## src/rtl/ti_adc_capture.sv

```systemverilog
// Time-interleaved ADC capture: register raw sub-ADC codes, remove mid-scale and per-way offset
// with saturation, then buffer tagged frames in a first-word-fall-through FIFO with drop accounting.
module ti_adc_capture #(
    parameter int WAYS  = 8,
    parameter int BITS  = 9,
    parameter int DEPTH = 4
) (
    input  logic                   CLKOUT_DES,
    input  logic                   RSTN,
    input  logic [BITS-1:0]        ADCOUT0,
    input  logic [BITS-1:0]        ADCOUT1,
    input  logic [BITS-1:0]        ADCOUT2,
    input  logic [BITS-1:0]        ADCOUT3,
    input  logic [BITS-1:0]        ADCOUT4,
    input  logic [BITS-1:0]        ADCOUT5,
    input  logic [BITS-1:0]        ADCOUT6,
    input  logic [BITS-1:0]        ADCOUT7,
    input  logic                   EN,
    input  logic [WAYS*BITS-1:0]   OFS,
    output logic [WAYS*BITS-1:0]   OUT_DATA,
    output logic [15:0]            OUT_FCNT,
    output logic                   OUT_VALID,
    input  logic                   OUT_READY,
    output logic                   OVF,
    input  logic                   CLR_OVF,
    output logic [7:0]             DROP_CNT
);
    localparam int AW = $clog2(DEPTH);
    localparam int CW = BITS + 2;
    localparam logic signed [CW-1:0] C_HI  = CW'((2 ** (BITS - 1)) - 1);
    localparam logic signed [CW-1:0] C_LO  = ~C_HI;
    localparam logic signed [CW-1:0] C_MID = CW'(2 ** (BITS - 1));

    logic [BITS-1:0]      w_adc [8];
    logic [BITS-1:0]      r_s1 [WAYS];
    logic                 r_s1_valid;
    logic [WAYS*BITS-1:0] w_corr;
    logic [WAYS*BITS-1:0] r_s2;
    logic                 r_s2_valid;

    logic [WAYS*BITS-1:0] r_mem_data [DEPTH];
    logic [15:0]          r_mem_tag [DEPTH];
    logic [AW:0]          r_wr_ptr;
    logic [AW:0]          r_rd_ptr;
    logic [15:0]          r_fcnt;
    logic                 r_ovf;
    logic [7:0]           r_drop_cnt;
    logic                 w_empty;
    logic                 w_full;
    logic                 w_pop;
    logic                 w_push;
    logic                 w_drop;

    assign w_adc[0] = ADCOUT0;
    assign w_adc[1] = ADCOUT1;
    assign w_adc[2] = ADCOUT2;
    assign w_adc[3] = ADCOUT3;
    assign w_adc[4] = ADCOUT4;
    assign w_adc[5] = ADCOUT5;
    assign w_adc[6] = ADCOUT6;
    assign w_adc[7] = ADCOUT7;

    // Two guard bits keep (code - midscale - offset) exact before clamping.
    function automatic logic [BITS-1:0] f_corr(input logic [BITS-1:0] code,
                                               input logic [BITS-1:0] ofs);
        logic signed [CW-1:0] v_diff;
        v_diff = $signed({2'b00, code}) - C_MID - $signed({{2{ofs[BITS-1]}}, ofs});
        if (v_diff > C_HI)
            v_diff = C_HI;
        else if (v_diff < C_LO)
            v_diff = C_LO;
        return BITS'(v_diff);
    endfunction

    always_comb begin
        w_corr = '0;
        for (int i = 0; i < WAYS; i++)
            w_corr[BITS*i +: BITS] = f_corr(r_s1[i], OFS[BITS*i +: BITS]);
    end

    always_ff @(posedge CLKOUT_DES) begin
        for (int i = 0; i < WAYS; i++)
            r_s1[i] <= w_adc[i];
        r_s2 <= w_corr;
        if (!RSTN) begin
            r_s1_valid <= 1'b0;
            r_s2_valid <= 1'b0;
        end else begin
            r_s1_valid <= EN;
            r_s2_valid <= r_s1_valid;
        end
    end

    assign w_empty = (r_wr_ptr == r_rd_ptr);
    assign w_full  = (r_wr_ptr[AW] != r_rd_ptr[AW]) && (r_wr_ptr[AW-1:0] == r_rd_ptr[AW-1:0]);
    assign w_pop   = !w_empty && OUT_READY;
    // A pop on the same edge frees the slot, so a full FIFO can still accept.
    assign w_push  = r_s2_valid && (!w_full || w_pop);
    assign w_drop  = r_s2_valid && w_full && !w_pop;

    always_ff @(posedge CLKOUT_DES) begin
        if (w_push) begin
            r_mem_data[r_wr_ptr[AW-1:0]] <= r_s2;
            r_mem_tag[r_wr_ptr[AW-1:0]]  <= r_fcnt;
        end
    end

    always_ff @(posedge CLKOUT_DES) begin
        if (!RSTN) begin
            r_wr_ptr   <= '0;
            r_rd_ptr   <= '0;
            r_fcnt     <= '0;
            r_ovf      <= 1'b0;
            r_drop_cnt <= '0;
        end else begin
            if (w_push) begin
                r_wr_ptr <= r_wr_ptr + (AW+1)'(1);
                r_fcnt   <= r_fcnt + 16'd1;
            end
            if (w_pop)
                r_rd_ptr <= r_rd_ptr + (AW+1)'(1);
            // A drop coinciding with a clear counts as the first drop after the clear.
            if (w_drop) begin
                r_ovf <= 1'b1;
                if (CLR_OVF)
                    r_drop_cnt <= 8'd1;
                else if (r_drop_cnt != 8'hFF)
                    r_drop_cnt <= r_drop_cnt + 8'd1;
            end else if (CLR_OVF) begin
                r_ovf      <= 1'b0;
                r_drop_cnt <= '0;
            end
        end
    end

    assign OUT_VALID = !w_empty;
    assign OUT_DATA  = w_empty ? '0 : r_mem_data[r_rd_ptr[AW-1:0]];
    assign OUT_FCNT  = w_empty ? '0 : r_mem_tag[r_rd_ptr[AW-1:0]];
    assign OVF       = r_ovf;
    assign DROP_CNT  = r_drop_cnt;

endmodule
```

## config.mk

```make
export PLATFORM = sky130hd
export DESIGN_NAME = ti_adc_capture
export DESIGN_NICKNAME = d
export VERILOG_FILES = /design/src/rtl/ti_adc_capture.sv
export SDC_FILE = /design/constraint.sdc
export NUM_CORES = 1
export LEC_CHECK = 0
export ABC_AREA = 1
export BUFFER_PORTS_ARGS = -buffer_cell sky130_fd_sc_hd__buf_4
export CORE_MARGIN = 2
export CORE_UTILIZATION = 61
export CTS_BUF_LIST = sky130_fd_sc_hd__clkbuf_8
export CTS_CLUSTER_DIAMETER = 40
export DETAILED_ROUTE_END_ITERATION = 12
export PLACE_DENSITY = 0.93
export SYNTH_ARGS = -nofsm -noshare
export SYNTH_HDL_FRONTEND = slang
export SYNTH_SLANG_ARGS = --single-unit
```

## constraint.sdc

```tcl
create_clock -name CLKOUT_DES -period 9.9 [get_ports CLKOUT_DES]
set_clock_uncertainty 0.05 [all_clocks]
set_input_delay 1.98 -clock CLKOUT_DES [delete_from_list [all_inputs] [get_ports CLKOUT_DES]]
set_output_delay 1.98 -clock CLKOUT_DES [all_outputs]
set_load 0.005 [all_outputs]
```

==> impl_metrics.json <==
{
  "drc": 0,
  "cp_data_required_time_ns": 7.87,
  "leakage_nw": 12.2,
  "cts.path.max_buffers": 3,
  "maxCapViolCount": 0,
  "cts_setup_buffers": 0,
  "final_nets": 2849,
  "ys.flop_type": "edfxtp_1",
  "tightest_slew_ns": 1.27,
  "place_congestion": 0.895,
  "hpwl_um": 33000,
  "hold_class": "reg2reg",
  "yosysMostFrequentCell": "nand2_1",
  "cp.arrival_ns": 3.54,
  "synth_top_area_cell": "edfxtp_1",
  "async_flop_share_pct": 0,
  "grt.overflow.total": 0,
  "rows": 71,
  "start_util_pct": 61.6,
  "fp.coreArea_um2": 37500,
  "top_usage_layer": "met2",
  "final_cell_area_um2": 27300,
  "clk_pin_slew_ns": 0.06,
  "path_cells": "inv_6 > buf_4 > nor2_1 > o32ai_1 > nand2_1 > inv_1 > buf_4",
  "dp_slack_ns": 5.08,
  "critPathKind": "reg2out",
  "fmax_mhz": 179,
  "cts-root-buf": "clkbuf_8",
  "status": "complete, no violations",
  "ys_seq_area_share_pct": 61.3,
  "drv_slew": 0,
  "grt_max_degree": 129,
  "placed_area_um2": 25300,
  "grt.total_usage_pct": 26.9,
  "final_antenna_net_count": 0,
  "setup_viol": 0,
  "cts_resized": 0,
  "grt_pass1_wl_um": 83700,
  "cts_made_buffers": 87,
  "start_kind": "flop",
  "relSlewSlack_pct": 15.2,
  "synth_edf_count": 352,
  "met1_usage_pct": 31.9,
  "synth_commonest_cells": "nand2_1, edfxtp_1, nor2_1, inv_1, dfxtp_1",
  "synthTopCellsByArea": "edfxtp_1, dfxtp_1, nand2_1, nor2_1, inv_1",
  "hold_buffers": 0,
  "wl_per_cell_um": 16.6,
  "clock_sink_count": 531,
  "die_height_um": 199,
  "yosysUniqueCellTypes": 38,
  "dr.first_iter.drc_count": 1793,
  "period_share_pct": 56.3,
  "cp-end-kind": "output port",
  "syn_to_final_growth_pct": 18.0,
  "drive_gt1_share_pct": 15.2,
  "avgSynthCellArea_um2": 9.86,
  "slowest_delay_ns": 0.79,
  "fillers": 2419,
  "antenna_cells": 0,
  "worst_slack_ns": 4.33,
  "critPathTopFamily": "buffers and inverters",
  "cts_tree": "built",
  "viasPerCell": 5.49,
  "fp.dieW_um": 199,
  "grt_pass1_vias": 17400,
  "p_per_area_nw_per_um2": 211,
  "antenna_found_initial": 0,
  "drt_wl_total_um": 52900,
  "synth_top_area_share_pct": 45.8,
  "num_vias": 17600,
  "synth_cells": 2343,
  "htree_levels": 3,
  "rsz0062_at_grt": "false",
  "critPathBufInv": 4,
  "ys_seq_elements": 531,
  "finalHoldViolations": 0,
  "fin_setup_tns_ns": 0,
  "syn_area_um2": 23100,
  "finalCriticalPeriod_ns": 5.57,
  "ir_drop_mv": 0.123,
  "drt_first_pass_iters": 6,
  "syn_nets": 2579,
  "crit_fanout": 97,
  "portBuffers": 246,
  "crit_path_frequent_cell": "buf_4",
  "die-area_um2": 39400,
  "grt_use_met2_pct": 47.3,
  "io_pins": 247,
  "cp_slowest_cell": "buf_4",
  "clock_latency_ns": 0.64,
  "ys_warn_count": 0,
  "grt_util_met3_pct": 5.24,
  "power_mw": 5.76
}
-- per-stage QoR --
step                std cells  util, %  hold slack [ns]
floorplan                2343        -            0.340
global placement         3035     67.6            0.351
detailed placement       3035     67.6            0.361
CTS                      3196     72.7            0.377
global route             3196     72.7            0.403
finish                   3196     72.7            0.377
-- cell type report --
type / count / area (µm²) / area share (%)
Sequential cell: 531 / 14200 / 52.0
Inverter: 332 / 1250 / 4.59
Tap cell: 511 / 639 / 2.35
Clock buffer: 96 / 1320 / 4.85
Multi-Input combinational cell: 1407 / 7380 / 27.1
Timing Repair Buffer: 254 / 1910 / 7.00
Clock inverter: 65 / 598 / 2.19
-- layer usage --
metal / vias to the layer above / wire length [µm]
li1: 8300 / -
met1: 8197 / 20300
met2: 885 / 26500
met3: 177 / 4170
met4: 0 / 1990
met5: - / 0
-- worst register-to-register path: stages (launching register included) --
cell	delay, ns
dfxtp_1	0.34
xnor2_1	0.37
nor2_2	0.10
nand2_2	0.10
nand2_4	0.21
nor2_4	0.96
buf_4	0.83
-- cell families (layout without fill, tap and decap cells) --
group	after synthesis	after routing	synth area share, %
AND/OR/NAND/NOR	986	986	17.0
adder cells (fa/ha/maj)	87	87	4.97
buffers and inverters	405	747	6.94
XOR/XNOR	58	58	2.20
AO/OA/AOI/OAI	276	276	7.66
flip-flops	531	531	61.3
-- layout by cell type, fill, tap and decap left out, drive strengths merged, types with 23 or more instances in the layout --
cell type	netlist	final
o32ai	88	88
clkbuf	35	96
buf	38	254
edfxtp	352	352
a21oi	65	65
nand2	518	518
nor2	353	353
clkinv	0	23
ha	79	79
xnor2	38	38
nand3	80	80
inv	332	355
o21ai	115	115
dfxtp	179	179
-- power breakdown --
group	leakage [nW]	switching (mW)	internal (mW)
clock	1.04	0.880	1.19
sequential	4.67	0.117	2.56
combinational	6.47	0.611	0.406
-- state kept, by name, indices dropped and copies added (netlist names), named ones only --
signal and cells:
r_mem_data 288, r_s1 72, r_s2 72, r_mem_tag 64, r_fcnt 16, DROP_CNT 8, r_rd_ptr 3, r_wr_ptr 3
OVF 1, r_s1_valid 1, r_s2_valid 1
-- path summary, 6_finish.rpt --
kind / from / end / slack [ns] / cells after the start
setup / recovery: flop / OUT_DATA[0] / 4.33 / 7
hold reg to reg: r_s1_valid$_SDFF_PN0_ / r_s2_valid$_SDFF_PN0_ / 0.38 / 2
setup reg to reg: r_rd_ptr[2]$_SDFFE_PN0P_ / r_mem_data[2][11]$_DFFE_PP_ / 6.48 / 6
hold / removal: r_s1_valid$_SDFF_PN0_ / r_s2_valid$_SDFF_PN0_ / 0.38 / 2
Power figures use the tool's default switching activity.
